## config.mk

```make
export PLATFORM = sky130hd
export DESIGN_NAME = pc_ctrl_sequencer
export DESIGN_NICKNAME = d
export VERILOG_FILES = /design/src/rtl/pc_ctrl_sequencer_pkg.sv /design/src/rtl/pc_ctrl_sequencer_decode.sv /design/src/rtl/pc_ctrl_sequencer.sv
export SDC_FILE = /design/constraint.sdc
export NUM_CORES = 1
export LEC_CHECK = 0
export BUFFER_PORTS_ARGS = -buffer_cell sky130_fd_sc_hd__buf_2
export CAP_MARGIN = 20
export CORE_AREA = 5 5 79 73
export DETAILED_ROUTE_END_ITERATION = 6
export DIE_AREA = 0 0 84 78
export GPL_TIMING_DRIVEN = 0
export PLACE_DENSITY = 0.73
export REMOVE_ABC_BUFFERS = 1
export SLEW_MARGIN = 20
export SYNTH_ARGS = -nofsm -noshare
export SYNTH_HDL_FRONTEND = slang
export SYNTH_SLANG_ARGS = --single-unit
export TNS_END_PERCENT = 1
```

## constraint.sdc

```tcl
create_clock -name clk -period 2.2 [get_ports clk]
set_clock_uncertainty 0.1 [all_clocks]
set_input_delay 0.22 -clock clk [delete_from_list [all_inputs] [get_ports clk]]
set_output_delay 0.22 -clock clk [all_outputs]
set_load 0.02 [all_outputs]
```

## src/rtl/pc_ctrl_sequencer_pkg.sv

```systemverilog
`default_nettype none
// ============================================================================
// Module   : pc_ctrl_sequencer_pkg
// Brief    : Opcodes, state encoding and decoded-strobe bundle for the sequencer
// Revision : 1.0
// ============================================================================
package pc_ctrl_sequencer_pkg;

  localparam int OPSIZE = 4;

  localparam logic [OPSIZE-1:0] OP_NOP  = 4'h0;
  localparam logic [OPSIZE-1:0] OP_BR   = 4'h1;
  localparam logic [OPSIZE-1:0] OP_BZ   = 4'h2;
  localparam logic [OPSIZE-1:0] OP_JR   = 4'h3;
  localparam logic [OPSIZE-1:0] OP_JAL  = 4'h4;
  localparam logic [OPSIZE-1:0] OP_HALT = 4'hF;

  typedef enum logic [1:0] {
    S_FETCH  = 2'd0,
    S_DECODE = 2'd1,
    S_ISSUE  = 2'd2,
    S_HALT   = 2'd3
  } state_t;

  typedef struct packed {
    logic branch;
    logic jmp;
    logic wren;
    logic halt;
  } strobes_t;

endpackage
`default_nettype wire

```

## src/rtl/pc_ctrl_sequencer_decode.sv

```systemverilog
`default_nettype none
// ============================================================================
// Module   : pc_ctrl_decode
// Brief    : Combinational instruction word -> PC strobe / field decoder
// Revision : 1.0
// ============================================================================
module pc_ctrl_decode
  import pc_ctrl_sequencer_pkg::*;
#(
  parameter int ADDSIZE  = 4,
  parameter int DISPSIZE = 8,
  parameter int INSTSIZE = 16
) (
  input  logic [INSTSIZE-1:0] i_inst,
  input  logic                i_zero,
  output strobes_t            o_strb,
  output logic [DISPSIZE-1:0] o_disp,
  output logic [ADDSIZE-1:0]  o_ra,
  output logic [ADDSIZE-1:0]  o_rw
);

  logic [OPSIZE-1:0] w_op;

  assign w_op   = i_inst[INSTSIZE-1 -: OPSIZE];
  assign o_disp = i_inst[DISPSIZE-1:0];
  assign o_ra   = i_inst[DISPSIZE+ADDSIZE-1 -: ADDSIZE];
  // With the minimum word width the rw field shares its bits with the opcode.
  assign o_rw   = i_inst[ADDSIZE+DISPSIZE+ADDSIZE-1 -: ADDSIZE];

  always_comb begin
    o_strb = '0;
    case (w_op)
      OP_BR:   o_strb.branch = 1'b1;
      OP_BZ:   o_strb.branch = i_zero;
      OP_JR:   o_strb.jmp    = 1'b1;
      OP_JAL: begin
        o_strb.jmp  = 1'b1;
        o_strb.wren = 1'b1;
      end
      OP_HALT: o_strb.halt   = 1'b1;
      default: o_strb        = '0;
    endcase
  end

endmodule
`default_nettype wire

```

## src/rtl/pc_ctrl_sequencer.sv

```systemverilog
`default_nettype none
// ============================================================================
// Module   : pc_ctrl_sequencer
// Brief    : Fetch/decode/issue sequencer driving the program counter controls
// Revision : 1.0
// ============================================================================
module pc_ctrl_sequencer
  import pc_ctrl_sequencer_pkg::*;
#(
  parameter int ADDSIZE  = 4,
  parameter int DISPSIZE = 8,
  parameter int INSTSIZE = 16,
  parameter int CNTSIZE  = 16
) (
  input  logic                clk,
  input  logic                rst,
  output logic                imem_req,
  input  logic                imem_valid,
  input  logic [INSTSIZE-1:0] imem_data,
  input  logic                zero,
  output logic [DISPSIZE-1:0] disp,
  output logic [ADDSIZE-1:0]  ra,
  output logic [ADDSIZE-1:0]  rw,
  output logic                jmp,
  output logic                branch,
  output logic                wren,
  output logic                clken,
  output logic                halted,
  output logic [CNTSIZE-1:0]  retired
);

  localparam logic [CNTSIZE-1:0] C_ONE = CNTSIZE'(1);

  if (INSTSIZE < OPSIZE + ADDSIZE + DISPSIZE) begin : g_size_check
    $error("pc_ctrl_sequencer: INSTSIZE too small for opcode, ra and disp fields");
  end

  state_t              r_state;
  state_t              w_state_nxt;
  logic [INSTSIZE-1:0] r_inst;

  logic                r_req;
  logic                r_clken;
  logic                r_branch;
  logic                r_jmp;
  logic                r_wren;
  logic                r_halted;
  logic [DISPSIZE-1:0] r_disp;
  logic [ADDSIZE-1:0]  r_ra;
  logic [ADDSIZE-1:0]  r_rw;
  logic [CNTSIZE-1:0]  r_retired;

  logic                w_req_nxt;
  logic                w_clken_nxt;
  logic                w_branch_nxt;
  logic                w_jmp_nxt;
  logic                w_wren_nxt;
  logic                w_halted_nxt;
  logic [DISPSIZE-1:0] w_disp_nxt;
  logic [ADDSIZE-1:0]  w_ra_nxt;
  logic [ADDSIZE-1:0]  w_rw_nxt;
  logic [CNTSIZE-1:0]  w_retired_nxt;

  logic                w_fetch_hit;
  strobes_t            w_dec_strb;
  logic [DISPSIZE-1:0] w_dec_disp;
  logic [ADDSIZE-1:0]  w_dec_ra;
  logic [ADDSIZE-1:0]  w_dec_rw;

  pc_ctrl_decode #(
    .ADDSIZE  (ADDSIZE),
    .DISPSIZE (DISPSIZE),
    .INSTSIZE (INSTSIZE)
  ) u_decode (
    .i_inst (r_inst),
    .i_zero (zero),
    .o_strb (w_dec_strb),
    .o_disp (w_dec_disp),
    .o_ra   (w_dec_ra),
    .o_rw   (w_dec_rw)
  );

  // The request is registered, so the valid handshake is qualified by what
  // memory actually saw this cycle rather than by the state alone.
  assign w_fetch_hit = (r_state == S_FETCH) && r_req && imem_valid;

  always_comb begin
    w_state_nxt  = r_state;
    w_clken_nxt  = 1'b0;
    w_branch_nxt = 1'b0;
    w_jmp_nxt    = 1'b0;
    w_wren_nxt   = 1'b0;
    w_disp_nxt   = '0;
    w_ra_nxt     = '0;
    w_rw_nxt     = '0;
    case (r_state)
      S_FETCH: begin
        if (w_fetch_hit) begin
          w_state_nxt = S_DECODE;
        end
      end
      S_DECODE: begin
        if (w_dec_strb.halt) begin
          w_state_nxt = S_HALT;
        end else begin
          w_state_nxt  = S_ISSUE;
          w_clken_nxt  = 1'b1;
          w_branch_nxt = w_dec_strb.branch;
          w_jmp_nxt    = w_dec_strb.jmp;
          w_wren_nxt   = w_dec_strb.wren;
          w_disp_nxt   = w_dec_disp;
          w_ra_nxt     = w_dec_ra;
          w_rw_nxt     = w_dec_rw;
        end
      end
      S_ISSUE: w_state_nxt = S_FETCH;
      S_HALT:  w_state_nxt = S_HALT;
      default: w_state_nxt = S_FETCH;
    endcase
  end

  assign w_req_nxt     = (w_state_nxt == S_FETCH);
  assign w_halted_nxt  = (w_state_nxt == S_HALT);
  // Counted on leaving ISSUE so a reset during ISSUE never retires it.
  assign w_retired_nxt = (r_state == S_ISSUE) ? (r_retired + C_ONE) : r_retired;

  always_ff @(posedge clk or negedge rst) begin
    if (!rst) begin
      r_state <= S_FETCH;
    end else begin
      r_state <= w_state_nxt;
    end
  end

  always_ff @(posedge clk or negedge rst) begin
    if (!rst) begin
      r_inst    <= '0;
      r_req     <= 1'b0;
      r_clken   <= 1'b0;
      r_branch  <= 1'b0;
      r_jmp     <= 1'b0;
      r_wren    <= 1'b0;
      r_halted  <= 1'b0;
      r_disp    <= '0;
      r_ra      <= '0;
      r_rw      <= '0;
      r_retired <= '0;
    end else begin
      if (w_fetch_hit) begin
        r_inst <= imem_data;
      end
      r_req     <= w_req_nxt;
      r_clken   <= w_clken_nxt;
      r_branch  <= w_branch_nxt;
      r_jmp     <= w_jmp_nxt;
      r_wren    <= w_wren_nxt;
      r_halted  <= w_halted_nxt;
      r_disp    <= w_disp_nxt;
      r_ra      <= w_ra_nxt;
      r_rw      <= w_rw_nxt;
      r_retired <= w_retired_nxt;
    end
  end

  assign imem_req = r_req;
  assign clken    = r_clken;
  assign branch   = r_branch;
  assign jmp      = r_jmp;
  assign wren     = r_wren;
  assign halted   = r_halted;
  assign disp     = r_disp;
  assign ra       = r_ra;
  assign rw       = r_rw;
  assign retired  = r_retired;

endmodule
`default_nettype wire

```

==> results of run 1 <==
-- per-layer routing --
metal / track usage [%] / routed length (um)
met4: 3.376 / 20
met5: 0 / 0
met1: 14.31 / 1520
met2: 19.87 / 1651
met3: 6.462 / 359
-- report_power, final --
part	internal (mW)	leakage [nW]	total, mW	switching (mW)
combinational	0.399	0.556	0.888	0.490
sequential	1.35	0.727	1.56	0.208
clock	0.217	0.0410	0.509	0.292
total	1.97	1.32	2.96	0.990
-- what timing repair did --
item / 4_1_cts / 5_1_grt
gates resized for setup: 0 / 0
endpoints found under the hold margin: 56 / 0
hold buffers: 1 / 0
-- kinds of logic (layout without fill, tap and decap cells) --
| group | count (synthesis) | in the layout |
|---|---|---|
| DFF | 56 | 56 |
| and+or+nand+nor | 53 | 53 |
| muxes | 17 | 17 |
| xor gates and xnor gates | 15 | 15 |
| AOI/OAI and AO/OA | 3 | 3 |
| buffers and inverters | 3 | 65 |
| adders and majority gates | 1 | 1 |
-- cells in the mapped netlist (all sizes together), types with 2 or more instances --
master  instances
and2           16
and3            3
buf             2
dfrtp          56
mux2           17
nand2           8
nand2b          2
nand3           4
nand3b          2
nand4           3
nor2            6
nor3            4
xnor2          10
xor2            5
-- stage by stage --
stage,hold WS [ns],setup WS (ns),area (um^2)
6_report,0.03263,0.3795,2541
5_1_grt,0.01968,0.1988,2541
4_1_cts,0.02033,0.3175,2541
3_3_place_gp,0.3359,0.3523,2451
2_1_floorplan,-0.1756,0.5548,2085
3_5_place_dp,0.2154,0.3163,2454
-- critical path: stages (launching register included) --
cell and delay [ns]:
dfrtp_1 0.48, nor3_4 0.71, mux2_2 0.41
-- final cells by class --
| type | instances | area (um^2) | share of cell area [%] |
|---|---|---|---|
| multi-input cells | 89 | 683.2 | 26.88 |
| clock inverters | 1 | 5.005 | 0.1969 |
| flip-flops and latches | 56 | 1401 | 55.15 |
| clock buffers | 6 | 72.57 | 2.856 |
| repair buffers | 58 | 297.8 | 11.72 |
| well taps | 65 | 81.33 | 3.200 |
-- state kept, by name, indices dropped and copies added (netlist names), 2 cells and up --
signal and count:
r_inst 16, retired 16, disp 8, ra 4, rw 4, r_state 2
-- worst min-delay path by stage --
stage / from / end / slack [ns]
floorplan: rst / branch$_DFF_PN0_ / -0.18
global placement: imem_data[15] / r_inst[15]$_DFFE_PN0P_ / 0.34
detailed placement: rst / retired[11]$_DFFE_PN0N_ / 0.22
CTS: imem_data[12] / r_inst[12]$_DFFE_PN0P_ / 0.02
global route: imem_data[10] / r_inst[10]$_DFFE_PN0P_ / 0.02
finish: imem_data[12] / r_inst[12]$_DFFE_PN0P_ / 0.03
==> reports/qor.txt, run 1 <==
Most frequent cells in the layout -> dfrtp_1 (56), buf_2 (56), and2_1 (16)
Arrival time worst endpoint -> 1.91 ns
Largest family of logic cells by synthesized area -> simple AND/OR/NAND/NOR gates
Synthesized cell area -> 0.002101 mm^2
Max-cap violation count -> 0
Wirelength, routed -> 3551 um
Via/cell ratio -> 4.655
Top post-synthesis cells by area -> dfrtp_1 (67%), mux2_2 (4.8%), and2_1 (4.8%)
Slew @ Worst Pin -> 0.9095 ns
EDFF count, synth -> 0
Setup Buffers After CTS -> 0
Fin util -> 52.89%
Share of layout cells above drive strength 1 -> 36.67%
Layout area overhead -> 20.96%
Layout Cells excl Fill -> 275
Post-Syn Area per Cell -> 14.19 um^2
R2R Path Start -> r_state[0]$_DFF_PN0_
Min-delay worst type -> primary input to register
Routability cong. -> 0.7137
Cell taking the most area after synthesis -> dfrtp_1
First-pass GRT wire length -> 6465 um
Die height -> 78 um
Synth Instances -> 148
Register area share after synthesis -> 66.71%
Status -> complete, no violations
CP required -> 2.29 ns
Clock buffer depth -> 2
Synth Flop Type -> dfrtp_1
Residual DRC -> 0
IO buf count -> 57
Reg2reg setup slack -> 0.38 ns
Tcrit/Tclk final -> 82.75%
Worst reg-to-reg path cell count -> 2
Critical path endpoint category -> register
Num ports -> 58
Drt pass-1 iters -> 4
Worst Setup SP -> r_state[0]$_DFF_PN0_
Drt wl/cell -> 12.91 um
Final ANT Viol Nets -> 0
Die Span X -> 84 um
Max-Slew Margin vs Limit -> 39.14%
Gr usage total -> 12.25%
Final hold violations -> 0
Initial core utilization -> 43.72%
Final Max Slew Viols -> 0
Setup violators final -> 0
Antenna Cells -> 0
Vias in the first global route -> 1428
RSZ-0062 raised after global routing -> false
Synth Area in XOR/XNOR -> 6.254%
Fill cell count -> 460
YS warnings -> 0
DR iter-0 viols -> 42
Simple-gate share of the synthesized area -> 15.60%
Antenna violations before repair -> 0
#FFs+latches synth -> 56
Pwr/cell area -> 1163 mW/mm^2
Final setup TNS -> 0 ns
Maximum number of pins on one net before global-route repair -> 57
Post-synth ARST share -> 100.0%
Yosys cell types -> 29
TritonCTS clock tree -> done
Core ar. -> 0.004805 mm^2
Clock root buffer -> clkbuf_8
Critical Path End -> r_inst[3]$_DFFE_PN0P_
Post-Place Cells -> 267
Post-route total power -> 2.956 mW
Clock transition at path regs -> 0.09 ns
Crit Path Max Fanout -> 18
Post-synth top area share -> 66.71%
Std cell rows -> 24
Top achievable clock speed -> 549.3 MHz
Min Tclk post-route -> 1.821 ns
Cell count of the worst hold path -> 2
Clock Latency Late Sink -> 0.29 ns
Worst vdd ir -> 534.2 uV
Vias -> 1280
WS Path Type -> register to register
Adder-cell share of the synthesized area -> 0.5956%
CTS H-tree lvls -> 2
Compound-Gate Fraction of Synth Area -> 0.9529%
HPWL reported at the end of detailed placement -> 2588 um
P_leak -> 1.324 nW
CTS sink cnt -> 56
FF-to-FF End -> r_inst[3]$_DFFE_PN0P_
Gr ovfl total -> 0
Crit start category -> register
CTS buffer count -> 5
Die area -> 0.006552 mm^2
NumNets Final -> 231
Multiplexer share of the synthesized area -> 9.113%
(Power assumes the default switching activity.)
==> run 2: changes to the inputs <==
--- a/config.mk
+++ b/config.mk
@@ -11,7 +11,7 @@
 export DETAILED_ROUTE_END_ITERATION = 6
 export DIE_AREA = 0 0 84 78
 export GPL_TIMING_DRIVEN = 0
-export PLACE_DENSITY = 0.73
+export PLACE_DENSITY = 0.75
 export REMOVE_ABC_BUFFERS = 1
 export SLEW_MARGIN = 20
 export SYNTH_ARGS = -nofsm -noshare
==> constraint.sdc (replaced) <==
create_clock -name clk -period 1.5 [get_ports clk]
set_clock_uncertainty 0.1 [all_clocks]
set_input_delay 0.15 -clock clk [delete_from_list [all_inputs] [get_ports clk]]
set_output_delay 0.15 -clock clk [all_outputs]
set_load 0.02 [all_outputs]
==> run 2 against run 1 <==
  * Sequential cell count stayed put
  * First-iteration DRC count is 12% higher
  * Via count is 7.7% higher
  * Sequential power is 47% higher
  * Die area stayed put
  * Total power is 59% higher
  * Global-route usage is 0.56 points higher
  * Non-clock buffer count is 24 higher
  * Maximum frequency is 22% higher
  * Combinational power is 79% higher
  * Worst setup slack worse by 0.37 ns
  * Final cell count is 9.1% higher
  * Largest cell class unchanged
  * Highest routed layer unchanged
==> reports/qor.txt, run 2 (synthesis results as in run 1) <==
Final ANT Viol Nets -> 0 (unchanged)
DR iter-0 viols -> 47 (was 42)
Vias -> 1378 (was 1280)
Antenna violations before repair -> 0 (unchanged)
CTS sink cnt -> 56 (unchanged)
Post-route total power -> 4.706 mW (was 2.956 mW)
Min-delay worst type -> primary input to register (unchanged)
Combinational power share -> 33.7% (was 30.0%)
CP max stage cell -> dfrtp_2 (was nor3_4)
Core ar. -> 0.004805 mm^2 (unchanged)
Seq pwr share -> 48.9% (was 52.7%)
Critical path endpoint category -> register (unchanged)
Std cell rows -> 24 (unchanged)
FF-to-FF End -> r_inst[8]$_DFFE_PN0P_ (was r_inst[3]$_DFFE_PN0P_)
Clock Latency Late Sink -> 0.29 ns (about the same)
Crit start category -> register (unchanged)
NumNets Final -> 255 (was 231)
IO buf count -> 57 (unchanged)
Most common cell after layout, fill and taps aside -> buf_2
CTS buffer count -> 5 (unchanged)
Tcrit/Tclk final -> 99.17% (was 82.75%)
Fin util -> 59.17% (was 52.89%)
Crit Path Max Fanout -> 10 (was 18)
Hold path start -> zero (was imem_data[12])
Fill cell count -> 403 (was 460)
Num ports -> 58 (unchanged)
Layout Cells excl Fill -> 300 (was 275)
Share of layout cells above drive strength 1 -> 40.43% (was 36.67%)
P_sw -> 1.572 mW (was 0.9895 mW)
CP cell instances -> buf_4 > nor3_4 > buf_6 > mux2_1 (was nor3_4 > mux2_2)
Drt pass-1 iters -> 2 (was 4)
Most frequent cells in the layout -> buf_2 (56), dfrtp_1 (52), dlygate4sd3_1 (17) (was dfrtp_1 (56), buf_2 (56), and2_1 (16))
Die area -> 0.006552 mm^2 (unchanged)
Reg2reg setup slack -> 0.01 ns (was 0.38 ns)
Via/cell ratio -> 4.593 (was 4.655)
R2R Path Start -> r_state[0]$_DFF_PN0_ (unchanged)
Slew @ Worst Pin -> 0.6755 ns (was 0.9095 ns)
Residual DRC -> 0 (unchanged)
Top achievable clock speed -> 672.2 MHz (was 549.3 MHz)
Setup violators final -> 0 (unchanged)
Status -> complete, no violations (unchanged)
Antenna Cells -> 0 (unchanged)
Arrival time worst endpoint -> 1.57 ns (was 1.91 ns)
Worst reg-to-reg path cell count -> 4 (was 2)
Vias in the first global route -> 1385 (was 1428)
Maximum number of pins on one net before global-route repair -> 57 (unchanged)
Die Span X -> 84 um (unchanged)
Multi-input gate area -> 732.0 um^2 (was 683.2 um^2)
Cell count of the worst hold path -> 3 (was 2)
CTS H-tree lvls -> 2 (unchanged)
Gr ovfl total -> 0 (unchanged)
Hold EP -> branch$_DFF_PN0_ (was r_inst[12]$_DFFE_PN0P_)
Die height -> 78 um (unchanged)
CP required -> 1.58 ns (was 2.29 ns)
Post-Place Cells -> 267 (unchanged)
Drt wl/cell -> 13.26 um (was 12.91 um)
Wirelength, routed -> 3979 um (was 3551 um)
Clock root buffer -> clkbuf_8 (unchanged)
First-pass GRT wire length -> 6672 um (was 6465 um)
Max-Slew Margin vs Limit -> 54.97% (was 39.14%)
Clock buffer depth -> 2 (unchanged)
Share of total power in the clock network -> 17.3% (was 17.2%)
Max-cap violation count -> 0 (unchanged)
Internal power -> 3.134 mW (was 1.967 mW)
Final hold violations -> 0 (unchanged)
Net Sw Frac -> 33.40% (was 33.47%)
Final Max Slew Viols -> 0 (unchanged)
Min Tclk post-route -> 1.488 ns (was 1.821 ns)
Worst vdd ir -> 1139 uV (was 534.2 uV)
RSZ-0062 raised after global routing -> true (was false)
P_leak -> 1.469 nW (was 1.324 nW)
Layout area overhead -> 35.32% (was 20.96%)
Routability cong. -> 0.7130 (was 0.7137)
Initial core utilization -> 43.72% (unchanged)
TritonCTS clock tree -> done (unchanged)
HPWL reported at the end of detailed placement -> 2655 um (was 2588 um)
Register Area -> 0.001406 mm^2 (was 0.001401 mm^2)
WS Path Type -> register to register (unchanged)
Gr usage total -> 12.81% (was 12.25%)
Clock transition at path regs -> 0.09 ns (about the same)
Pwr/cell area -> 1656 mW/mm^2 (was 1163 mW/mm^2)
Max incr delay on CP -> 0.45 ns (was 0.71 ns)
-- run 2: cell count changes in the layout (fill, tap and decap cells not counted), moves of 2 or more --
cell / previous run / this run
nand3_1: 4 / 2
dfrtp_2: 0 / 4
nor2_1: 6 / 4
dlygate4sd3_1: 1 / 17
nand3_2: 0 / 2
buf_6: 0 / 3
buf_4: 1 / 6
nor3_4: 1 / 3
dfrtp_1: 56 / 52
nor3_2: 2 / 0
-- run 2: timing repair --
| action | 4_1_cts | 5_1_grt |
|---|---|---|
| hold buffers | 17 | 0 |
| gates resized for setup | 5 | 12 |
| endpoints found under the setup margin | 42 | 37 |
| buffers inserted | 2 | 6 |
| pin swaps | 3 | 6 |
| hold endpoints to repair | 72 | 0 |
-- run 2: how the worst max path moves through the flow --
stage,start,cells after the start,to,slack (ns)
floorplan,imem_req$_DFF_PN0_,3,r_inst[0]$_DFFE_PN0P_,-0.15
global placement,r_state[0]$_DFF_PN0_,2,r_inst[1]$_DFFE_PN0P_,-0.35
detailed placement,r_state[0]$_DFF_PN0_,2,r_inst[2]$_DFFE_PN0P_,-0.38
CTS,r_state[0]$_DFF_PN0_,4,retired[11]$_DFFE_PN0N_,-0.01
global route,retired[0]$_DFFE_PN0N_,5,retired[11]$_DFFE_PN0N_,-0.08
finish,r_state[0]$_DFF_PN0_,4,r_inst[8]$_DFFE_PN0P_,0.01
-- run 2: worst max-delay path: cells and delay by family (launching register included) --
kind                   cells  cell delay, ns
flip-flops                 1            0.45
buffers and inverters      2            0.34
multiplexers               1            0.33
AND/OR/NAND/NOR            1            0.16
-- run 2: final cells by class --
type / instances / share of cell area (%)
well taps: 65 / 2.861
repair buffers: 82 / 18.62
clock inverters: 1 / 0.2641
multi-input cells: 89 / 25.75
clock buffers: 7 / 3.037
flip-flops and latches: 56 / 49.47
-- run 2: power groups by stage --
| stage | Combinational, mW | Clock [mW] | Sequential, mW |
|---|---|---|---|
| after global routing | 1.75 | 0.922 | 2.37 |
| after floorplan | 0.619 | 0 | 2.57 |
| after global placement | 1.31 | 0 | 2.31 |
| after CTS | 1.43 | 0.859 | 2.31 |
| final | 1.59 | 0.816 | 2.30 |
| after detailed placement | 1.34 | 0 | 2.34 |
-- run 2: layer usage --
metal	track usage [%]	routed length, um	share of wire [%]
met1	15.46	1571	39
met2	20.91	1997	50
met3	5.932	388	9.8
met4	3.376	22	0.55
met5	0	0	0
-- run 2: through the flow --
step	area (um^2)	hold slack, ns	setup TNS, ns	setup WS [ns]
global placement	2451	0.2652	-11.03	-0.3541
global route	2843	0.01616	-0.8252	-0.08371
floorplan	2085	-0.2456	-2.308	-0.1452
detailed placement	2454	0.1394	-11.77	-0.3763
finish	2843	0.01724	0	0.01238
CTS	2750	0.009455	-0.02053	-0.01107
==> run 3: changes to the inputs <==
--- a/config.mk
+++ b/config.mk
@@ -11,7 +11,7 @@
 export DETAILED_ROUTE_END_ITERATION = 6
 export DIE_AREA = 0 0 84 78
 export GPL_TIMING_DRIVEN = 0
-export PLACE_DENSITY = 0.75
+export PLACE_DENSITY = 0.73
 export REMOVE_ABC_BUFFERS = 1
 export SLEW_MARGIN = 20
 export SYNTH_ARGS = -nofsm -noshare
==> constraint.sdc (replaced) <==
create_clock -name clk -period 1.81 [get_ports clk]
set_clock_uncertainty 0.1 [all_clocks]
set_input_delay 0.181 -clock clk [delete_from_list [all_inputs] [get_ports clk]]
set_output_delay 0.181 -clock clk [all_outputs]
set_load 0.02 [all_outputs]
==> run 3 against run 2 <==
  * Global-route usage increased by 0.23 points
  * Sequential power down 17%
  * Via count down 3.9%
  * Die area stayed put
  * Maximum frequency fell by 8.1%
  * Sequential cell count did not move
  * Hold slack got worse by 0.0037 ns
  * Non-clock buffer count down 10
  * Register-to-register slack improved by 0.18 ns
  * Final cell count shrank 3.7%
==> reports/qor.txt, run 3 (synthesis results as in run 1) <==
Status -> complete, no violations (unchanged)
Final setup TNS -> 0 ns (unchanged)
Core ar. -> 0.004805 mm^2 (unchanged)
CP cell instances -> ha_1 > nand3b_4 > nor3_2 > and3_1 > xor2_1 (was buf_4 > nor3_4 > buf_6 > mux2_1)
Pwr/cell area -> 1360 mW/mm^2 (was 1656 mW/mm^2)
HPWL reported at the end of detailed placement -> 2588 um (was 2655 um)
Placed Area -> 0.002454 mm^2 (unchanged)
Tcrit/Tclk final -> 89.46% (was 99.17%)
Cell count of the worst hold path -> 2 (was 3)
Setup violators final -> 0 (unchanged)
Die Span X -> 84 um (unchanged)
Die area -> 0.006552 mm^2 (unchanged)
Residual DRC -> 0 (unchanged)
Drt pass-1 iters -> 2 (unchanged)
Share of layout cells above drive strength 1 -> 35.27% (was 40.43%)
Net Sw Frac -> 33.43% (was 33.40%)
Crit Path Max Fanout -> 5 (was 10)
DR iter-0 viols -> 35 (was 47)
Clock root buffer -> clkbuf_8 (unchanged)
Crit start category -> register (unchanged)
TritonCTS clock tree -> done (unchanged)
Num ports -> 58 (unchanged)
Min-delay worst type -> primary input to register (unchanged)
NumNets Final -> 245 (was 255)
CTS sink cnt -> 56 (unchanged)
Std cell rows -> 24 (unchanged)
Met2 GRT Util -> 22.34% (was 20.91%)
Clock transition at path regs -> 0.09 ns (about the same)
Max-Slew Margin vs Limit -> 54.73% (was 54.97%)
Initial core utilization -> 43.72% (unchanged)
Met1 Use GR -> 14.66% (was 15.46%)
Share of total power in the clock network -> 16.9% (was 17.3%)
Routability cong. -> 0.7137 (was 0.7130)
Critical path endpoint category -> register (unchanged)
Vias in the first global route -> 1472 (was 1385)
Layout area overhead -> 28.23% (was 35.32%)
CP max stage cell -> dfrtp_1 (was dfrtp_2)
Min Tclk post-route -> 1.619 ns (was 1.488 ns)
Via/cell ratio -> 4.581 (was 4.593)
Drt wl/cell -> 13.00 um (was 13.26 um)
Clock buffer depth -> 2 (unchanged)
IO buf count -> 57 (unchanged)
Max-cap violation count -> 0 (unchanged)
CTS buffer count -> 5 (unchanged)
CP top delay family -> simple AND/OR/NAND/NOR gates (was flip-flops)
Max incr delay on CP -> 0.45 ns (about the same)
Internal power -> 2.439 mW (was 3.134 mW)
P_sw -> 1.225 mW (was 1.572 mW)
RSZ-0062 raised after global routing -> false (was true)
Buf/Inv on CP -> 0 (was 2)
First-pass GRT wire length -> 6824 um (was 6672 um)
Antenna Cells -> 0 (unchanged)
Worst reg-to-reg path cell count -> 5 (was 4)
Most frequent cells in the layout -> dfrtp_1 (56), buf_2 (56), and2_1 (16) (was buf_2 (56), dfrtp_1 (52), dlygate4sd3_1 (17))
Final Max Slew Viols -> 0 (unchanged)
Worst vdd ir -> 689.4 uV (was 1139 uV)
GRT Max-Usage Layer -> met2 (unchanged)
Die height -> 78 um (unchanged)
Antenna violations before repair -> 0 (unchanged)
CP required -> 1.94 ns (was 1.58 ns)
Final hold violations -> 0 (unchanged)
Gr usage total -> 13.05% (was 12.81%)
P_leak -> 1.387 nW (was 1.469 nW)
Wirelength, routed -> 3757 um (was 3979 um)
Seq pwr share -> 51.8% (was 48.9%)
Top achievable clock speed -> 617.6 MHz (was 672.2 MHz)
CTS H-tree lvls -> 2 (unchanged)
Final ANT Viol Nets -> 0 (unchanged)
Combinational power share -> 31.3% (was 33.7%)
Design area -> 0.002694 mm^2 (was 0.002843 mm^2)
Gr ovfl total -> 0 (unchanged)
WS Path Type -> register to register (unchanged)
Maximum number of pins on one net before global-route repair -> 57 (unchanged)
Vias -> 1324 (was 1378)
Slew @ Worst Pin -> 0.6790 ns (was 0.6755 ns)
Arrival time worst endpoint -> 1.75 ns (was 1.57 ns)
Critical path depth -> 5 (was 4)
Clock Latency Late Sink -> 0.29 ns (about the same)
M3 GR Usage -> 6.356% (was 5.932%)
Post-route total power -> 3.664 mW (was 4.706 mW)
==> run 3: cell count changes in the layout (fill, tap and decap cells not counted), sizes merged <==
cell         change
buf              -7
clkbuf           -1
clkinv           +1
clkinvlp         -1
dlygate4sd3      -3
==> run 3: area by class of cell <==
type | instances | area, um^2
clock inverter | 1 | 5.005
tap | 65 | 81.33
clock buffer | 6 | 72.57
fill | 438 | 2111
sequential | 56 | 1401
multi-input combinational | 89 | 685.7
timing repair buffer | 72 | 447.9
==> run 3: worst paths after layout <==
| path | endpoint | slack [ns] | from |
|---|---|---|---|
| max in group asynchronous | r_inst[11]$_DFFE_PN0P_ | 0.79 | rst |
| setup reg to reg | retired[10]$_DFFE_PN0N_ | 0.19 | retired[0]$_DFFE_PN0N_ |
| setup / recovery | retired[10]$_DFFE_PN0N_ | 0.19 | retired[0]$_DFFE_PN0N_ |
| hold reg to reg | retired[15]$_DFFE_PN0N_ | 0.37 | retired[15]$_DFFE_PN0N_ |
| hold / removal | r_inst[8]$_DFFE_PN0P_ | 0.01 | imem_data[8] |
| min in group asynchronous | retired[11]$_DFFE_PN0N_ | 0.37 | rst |
==> run 3: timing repair <==
item                                    in CTS  in global routing
hold endpoints to repair                    69                  0
hold buffers                                14                  0
setup buffers                                1                  0
gates resized for setup                      1                  0
endpoints found under the setup margin      32                  0
==> run 3: power groups by stage <==
stage / combinational, mW / clock (mW) / sequential (mW)
6_report: 1.15 / 0.621 / 1.90
5_1_grt: 1.28 / 0.699 / 1.98
4_1_cts: 1.17 / 0.655 / 1.91
3_5_place_dp: 1.11 / 0 / 1.93
3_3_place_gp: 1.08 / 0 / 1.92
2_1_floorplan: 0.513 / 0 / 2.13
==> run 3: layer usage <==
| metal | vias up | wire (um) |
|---|---|---|
| met2 | 45 | 1824 |
| met5 | - | 0 |
| met3 | 4 | 354 |
| li1 | 646 | - |
| met1 | 629 | 1557 |
| met4 | 0 | 20 |
==> run 3: through the flow <==
| step | setup slack (ns) | instances | utilization [%] | hold WS, ns |
|---|---|---|---|---|
| 6_report | 0.1908 | 289 | 56.07 | 0.01359 |
| 5_1_grt | 0.08752 | 289 | 56.07 | 0.004854 |
| 4_1_cts | 0.1677 | 289 | 56.07 | 0.002921 |
| 3_5_place_dp | -0.07366 | 267 | 51.07 | 0.1764 |
| 3_3_place_gp | -0.03770 | 267 | 51.02 | 0.2969 |
| 2_1_floorplan | 0.1648 | 145 | - | -0.2146 |
